## config.mk

```make
export PLATFORM = sky130hd
export DESIGN_NAME = rx_frame_writer
export DESIGN_NICKNAME = d
export VERILOG_FILES = /design/src/rtl/rx_frame_writer_pkg.sv /design/src/rtl/rx_frame_writer.sv
export SDC_FILE = /design/constraint.sdc
export NUM_CORES = 1
export LEC_CHECK = 0
export ABC_AREA = 1
export BUFFER_PORTS_ARGS = -buffer_cell sky130_fd_sc_hd__buf_4
export CORE_UTILIZATION = 50
export CTS_CLUSTER_SIZE = 40
export DETAILED_ROUTE_END_ITERATION = 8
export PLACE_DENSITY = 0.79
export SYNTH_ARGS = -nofsm -noshare
export SYNTH_HDL_FRONTEND = slang
export SYNTH_SLANG_ARGS = --single-unit
```

## constraint.sdc

```tcl
create_clock -name i_clock -period 1.95 [get_ports i_clock]
set_input_delay 0.39 -clock i_clock [delete_from_list [all_inputs] [get_ports i_clock]]
set_output_delay 0.39 -clock i_clock [all_outputs]
set_load 0.05 [all_outputs]
```

## src/rtl/rx_frame_writer_pkg.sv

```systemverilog
// Shared types and widths for the receive-side frame writer.
// Holds the FSM state encoding and the data and counter widths.
package rx_frame_writer_pkg;

    typedef enum logic [1:0] {
        ST_IDLE,
        ST_POP,
        ST_LATCH,
        ST_WRITE
    } wr_state_t;

    localparam int WORD_W = 32;
    localparam int CNT_W  = 16;

endpackage

```

## src/rtl/rx_frame_writer.sv

```systemverilog
// Pops payload words from the receive FIFO and writes them into frame-buffer
// memory at an auto-incrementing, frame-wrapping word address.
module rx_frame_writer
    import rx_frame_writer_pkg::*;
#(
    parameter int FRAME_WORDS = 1024,
    parameter int ADDR_W      = 10
) (
    input  logic              i_clock,
    input  logic              i_reset_n,
    input  logic              i_enable,
    input  logic              i_frame_restart,
    input  logic              i_fifo_empty,
    input  logic [WORD_W-1:0] i_fifo_word,
    output logic              o_fifo_read,
    output logic [ADDR_W-1:0] o_mem_addr,
    output logic [WORD_W-1:0] o_mem_wdata,
    output logic              o_mem_wr,
    input  logic              i_mem_ready,
    output logic              o_frame_done,
    output logic              o_busy,
    output logic [CNT_W-1:0]  o_words_written
);

    localparam logic [ADDR_W-1:0] LAST_ADDR = ADDR_W'(FRAME_WORDS - 1);

    wr_state_t         state;
    wr_state_t         state_next;
    logic [ADDR_W-1:0] addr;
    logic [WORD_W-1:0] data;
    logic              restart_pending;
    logic              frame_done;
    logic [CNT_W-1:0]  words_written;
    logic              accept;

    assign accept = (state == ST_WRITE) && i_mem_ready;

    always_ff @(posedge i_clock or negedge i_reset_n) begin
        if (!i_reset_n) begin
            state <= ST_IDLE;
        end else begin
            state <= state_next;
        end
    end

    always_comb begin
        state_next = state;
        case (state)
            ST_IDLE:  if (i_enable && !i_fifo_empty) state_next = ST_POP;
            ST_POP:   state_next = ST_LATCH;
            ST_LATCH: state_next = ST_WRITE;
            ST_WRITE: if (i_mem_ready) state_next = ST_IDLE;
            default:  state_next = ST_IDLE;
        endcase
    end

    // A restart seen while a write is outstanding is deferred so the in-flight
    // word keeps its address; a restart on the accept cycle still takes effect.
    always_ff @(posedge i_clock or negedge i_reset_n) begin
        if (!i_reset_n) begin
            addr            <= '0;
            data            <= '0;
            restart_pending <= 1'b0;
            frame_done      <= 1'b0;
            words_written   <= '0;
        end else begin
            frame_done <= 1'b0;
            if (state == ST_LATCH) begin
                data <= i_fifo_word;
            end
            if (accept) begin
                if (words_written != {CNT_W{1'b1}}) begin
                    words_written <= words_written + 1'b1;
                end
                frame_done      <= (addr == LAST_ADDR);
                restart_pending <= 1'b0;
                if (restart_pending || i_frame_restart || addr == LAST_ADDR) begin
                    addr <= '0;
                end else begin
                    addr <= addr + 1'b1;
                end
            end else if (i_frame_restart) begin
                if (state == ST_WRITE) begin
                    restart_pending <= 1'b1;
                end else begin
                    addr <= '0;
                end
            end
        end
    end

    assign o_fifo_read     = (state == ST_POP);
    assign o_mem_wr        = (state == ST_WRITE);
    assign o_busy          = (state != ST_IDLE);
    assign o_mem_addr      = addr;
    assign o_mem_wdata     = data;
    assign o_frame_done    = frame_done;
    assign o_words_written = words_written;

endmodule
```

==> reports/metrics.cfg, run 1 <==
[run_status]
outcome = finished clean

[clock_tree]
root_buffer = clkbuf_8
cts_tree = built
cts_resized = 0
cts_max_level = 3
cts_made_buffers = 9
cts_max_path_buffers = 2
clock_latency_ns = 0.33
post-cts-setup-buffers = 0
path_clk_slew_ns = 0.07
clock-sinks = 62

[critical_path]
rr_worst_depth = 7
cp-end-kind = flop
crit_arrival_ns = 1.96
worstSetupPathType = reg -> reg
reg2reg_slack_ns = 0.24
crit_fanout = 11
cp-startpoint = o_words_written[0]
timing.rr.start = o_words_written[0]
r2r-end = o_words_written[2]
worst_setup_path_start_kind = flop
crit_required_ns = 2.20

[power]
ir_drop_mv = 1.20
totalPowerFinal_mw = 7.05
p_leak_nw = 1.96
powerDensity_mw_per_mm2 = 1720

[die]
start_util_pct = 53.4
ios = 100
die_y_um = 79.8
rows = 27
core_area_mm2 = 0.00568
fp.dieArea_mm2 = 0.00637
die_w_um = 79.8

[placed_design]
place_congestion = 0.881
dpl_worst_slack_ns = 0.248
numPortBuffers = 99
dp_hpwl_um = 4820
dp_cells = 482

[synthesis]
synth_top_family_by_area = simple AND/OR/NAND/NOR gates
synth_area_mm2 = 0.00303
synth_cell_types = 26
ys_seq_area_share_pct = 51.2
yosys.area.top_type = dfrtp_1
synthesis.nets = 359
syn_inst = 314
yosys.area_share.simple_pct = 20.9
yosysTopAreaCellShare_pct = 51.2
synth_top_cells_by_area = dfrtp_1 (51%), mux2_2 (12%), nand2_1 (10%)
synthXorXnorAreaFrac_pct = 2.89
synth-adder-area-share_pct = 2.89
ys_warn_count = 0
synth_mux_area_share_pct = 11.9
synth_compound_area_share_pct = 5.37
avgSynthCellArea_um2 = 9.65
ys_ff_latch = 62

[sta]
tns_ns = 0
setup-violations-final = 0
fmax_ghz = 0.584
final.period_utilization_pct = 87.8
fin_crit_ns = 1.71
worst_slack_ns = 0.238
worstMarginPinSlew_ns = 0.497
finalHoldViolCount = 0
fin_skew_ns = 0.00613
rsz0062_at_grt = no
slew_violations = 0
relSlewSlack_pct = 66.9

[hold_path]
min_path_type = in -> reg
hold_path_depth = 2
hold_end = o_mem_wdata[24]
worstHoldStart = i_fifo_word[24]

[final_layout]
finalNonFillerCells = 499
nets = 467
drive_above_1_share_pct = 40.0
final_core_util_pct = 72.0
n_antenna_cell = 0
n_fill_cell = 446
synthToLayoutAreaGrowth_pct = 35.0

[detailed_routing]
num_vias = 2502
remaining_drc_errors = 0
drt-pass1-iter-count = 4
drt_iter0_drc = 89
ant_nets = 0
vias_per_cell = 5.01
wirelength_um = 6460
wl_per_cell_um = 12.9

[run]
maxCapViolCount = 0

[grt]
grt_pass1_vias = 2506
grt_max_degree = 33
grt_overflow = 0
antenna_found_initial = 0
grt_pass1_wl_um = 11100
grt_usage_pct = 22.8

## flip-flops by register name (all words and copies together), names as in the netlist
signal / flops
state: 2
o_words_written: 16
o_mem_wdata: 32
o_mem_addr: 10
restart_pending: 1
o_frame_done: 1
## power by group
group / total, mW / switching, mW / internal [mW]
logic: 3.71 / 2.45 / 1.26
registers: 2.08 / 0.324 / 1.75
clock network: 1.26 / 0.500 / 0.757
total: 7.05 / 3.28 / 3.77
## worst max path at each step
stage                           to  slack [ns]  cells past startpoint
5_1_grt         o_words_written[2]        0.02                      7
6_report        o_words_written[2]        0.24                      7
4_1_cts         o_words_written[2]        0.21                      7
3_5_place_dp    o_words_written[2]        0.25                      7
3_3_place_gp    o_words_written[5]        0.31                      7
2_1_floorplan  o_words_written[13]        0.16                      9
## cell families (layout without fill, tap and decap cells)
kind of cell,count (synthesis),count (layout)
fa+ha+maj,7,7
buf+inv,34,147
flops,62,62
simple gates,143,143
compound gates,26,26
xor+xnor,10,10
mux,32,32
## critical path, cell delays in order (launching register included)
cell     delay (ns)
dfrtp_1        0.45
ha_1           0.28
nand3_2        0.13
inv_2          0.09
nand2_4        0.06
o21ai_2        0.43
nand2_1        0.09
o21ai_1        0.10
## repair_timing
action	4_1_cts	5_1_grt
setup endpoints to repair	0	0
hold buffers	1	0
hold endpoints to repair	29	0
## final cells by class
type,instances,area [µm²],share of cell area (%)
multi-input cells,218,1330,32.6
flip-flops and latches,62,1550,37.9
repair buffers,103,788,19.3
clock buffers,11,141,3.46
inverters,28,105,2.57
clock inverters,5,81.3,1.99
well taps,72,90.1,2.20
## stage by stage
stage	area [µm²]	hold slack, ns
after global placement	3860	0.350
after floorplan	3030	0.0944
after CTS	4090	0.273
after global routing	4090	0.265
after detailed placement	3860	0.350
final	4090	0.288
## cells in the final DEF (no fill, tap or decap), types with 3 or more instances in the layout
cell type / count
buf_4: 101
nand2_1: 84
dfrtp_1: 62
mux2_2: 32
inv_1: 26
nor2_1: 22
nand3_1: 17
clkbuf_8: 10
o21ai_0: 9
o21ai_2: 8
ha_1: 7
nand4_1: 6
xnor2_1: 5
xor2_1: 5
a21oi_1: 4
nand2_2: 3
nor2_2: 3
o21ai_1: 3
## routing by layer
metal,up-vias,GRT usage (%),wire length (µm)
li1,1234,-,-
met1,1186,27.3,2820
met2,73,39.6,3240
met3,9,3.43,286
met4,0,11.3,113
met5,-,0,0
## cells in the mapped netlist (all sizes together)
| cell | count |
|---|---|
| xor2 | 5 |
| o21ai | 20 |
| nand3 | 18 |
| a21oi | 4 |
| xnor2 | 5 |
| nand2 | 89 |
| mux2 | 32 |
| nand4 | 6 |
| dfrtp | 62 |
| inv | 28 |
| nor2 | 27 |
| ha | 7 |
| nor3 | 3 |
| o22ai | 2 |
| clkbuf | 1 |
| buf | 5 |
(Power assumes the default switching activity.)
==> inputs of run 2 (changes only) <==
Settings changed: SETUP_SLACK_MARGIN set to 0.4.
==> run 2 against run 1 <==
Effect of this change: via count increased by 4.2%; largest power group unchanged; power up 0.26%; sequential share of layout area fell by 0.49 points; maximum frequency up 7.7%; cell area up 2.2%; cell count grew 1.0%; core utilization rose by 1.6 points; first-iteration DRC count increased by 56%.
==> reports/metrics.cfg, run 2 (synthesis results as in run 1) <==
[run_status]
outcome = finished clean

[placed_design]
post_dp_cell_area_mm2 = 0.00388
dp_hpwl_um = 4980
place_congestion = 0.822
numPortBuffers = 99
dpl_worst_slack_ns = 0.396

[sta]
worst_slack_ns = 0.360
fmax_ghz = 0.629
setup-violations-final = 0
fin_crit_ns = 1.59
slew_violations = 0
worstMarginPinSlew_ns = 0.764
holdWs_ns = 0.122
final.period_utilization_pct = 81.5
rsz0062_at_grt = yes
finalHoldViolCount = 0
relSlewSlack_pct = 49.1
tns_ns = 0
fin_skew_ns = 0.00492

[final_layout]
multi_input_area_mm2 = 0.00138
synthToLayoutAreaGrowth_pct = 38.0
seq_area_mm2 = 0.00157
drive_above_1_share_pct = 45.8
n_fill_cell = 417
final_cell_mix = buf_4 (102), nand2_1 (84), dfrtp_1 (51)
n_antenna_cell = 0
nets = 472
stdcell_area_mm2 = 0.00418
final_core_util_pct = 73.6
mostFrequentLayoutCell = buf_4
largest_reg_flops = 32

[die]
die_w_um = 79.8
start_util_pct = 53.4
ios = 100
die_y_um = 79.8
fp.dieArea_mm2 = 0.00637
core_area_mm2 = 0.00568
rows = 27

[grt]
grt_usage_pct = 23.2
grt_max_degree = 63
grt_pass1_wl_um = 11400
grt_overflow = 0
antenna_found_initial = 0
grt_pass1_vias = 2465

[critical_path]
worst_setup_path_start_kind = flop
cp-end-kind = primary output
crit_fanout = 4
crit_buf_inv = 1
worstSetupPathType = reg -> out
slowest_delay_ns = 0.40
cpLargestDelayFamily = flip-flops
cp-startpoint = state[0]
timing.rr.start = state[0]
critPathSlowestCell = dfrtp_1
crit_chain = ha_2, buf_6
crit_required_ns = 1.56
crit_arrival_ns = 1.20

[detailed_routing]
remaining_drc_errors = 0
drt_iter0_drc = 139
num_vias = 2608
drt-pass1-iter-count = 4
wl_per_cell_um = 13.9
wirelength_um = 6990
ant_nets = 0
vias_per_cell = 5.17

[clock_tree]
clock_latency_ns = 0.34
cts_hold_buf = 0
cts_made_buffers = 9
root_buffer = clkbuf_8
cts_tree = built
cts_max_level = 3
clock-sinks = 62
cts_max_path_buffers = 2
path_clk_slew_ns = 0.07

[run]
maxCapViolCount = 0

[power]
p_leak_nw = 1.96
powerDensity_mw_per_mm2 = 1690
ir_drop_mv = 1.29

[hold_path]
min_path_type = in -> async

[run 2: cell count changes in the layout (fill, tap and decap cells not counted), sizes merged]
| cell | delta |
|---|---|
| bufinv | -2 |
| clkinvlp | +1 |
| inv | -1 |
| buf | +6 |
| clkinv | +2 |
| dlygate4sd3 | -1 |
[run 2: metrics by stage]
| step | total power, mW | instances |
|---|---|---|
| global placement | 5.81 | 481 |
| global route | 7.39 | 504 |
| finish | 7.06 | 504 |
| detailed placement | 5.88 | 481 |
| floorplan | 4.80 | 314 |
| CTS | 6.99 | 500 |
[run 2: final timing paths]
path	to	slack, ns	depth (start not counted)
min in group i_clock	o_mem_wdata[3]	0.28	2
max in group asynchronous	o_words_written[8]	1.28	1
worst min-delay path	o_mem_wdata[21]	0.12	1
worst max-delay path	o_mem_wr	0.36	2
worst max register to register	o_mem_addr[9]	0.45	10
worst min register to register	o_mem_wdata[27]	0.51	1
[run 2: power breakdown]
part | switching, mW | internal, mW
Clock | 0.510 | 0.528
Sequential | 0.345 | 1.76
Combinational | 2.52 | 1.40
[run 2: area by class of cell]
| type | instances | share of cell area, % |
|---|---|---|
| Clock buffer | 11 | 3.62 |
| Clock inverter | 5 | 0.808 |
| Inverter | 28 | 2.51 |
| Multi-Input combinational cell | 218 | 33.1 |
| Sequential cell | 62 | 37.5 |
| Tap cell | 72 | 2.16 |
| Timing Repair Buffer | 108 | 20.4 |
[run 2: worst register-to-register path: cells and delay by family (launching register included)]
family                     cells  cell delay, ns
adders and majority gates      1            0.25
and+or+nand+nor                7            0.53
buffers and inverters          2            0.20
DFF                            1            0.42
[run 2: what timing repair did]
action,in CTS,in global routing
pin swaps,0,4
gates resized for setup,6,7
buffers inserted,3,4
endpoints found under the setup margin,8,44
endpoints found under the hold margin,0,0
[run 2: layer usage]
| metal | vias up | GRT usage, % | wire (µm) |
|---|---|---|---|
| met1 | 1271 | 28.7 | 2830 |
| met2 | 77 | 41.4 | 3770 |
| met4 | 0 | 7.68 | 76 |
| li1 | 1252 | - | - |
| met3 | 8 | 3.43 | 324 |
| met5 | - | 0 | 0 |
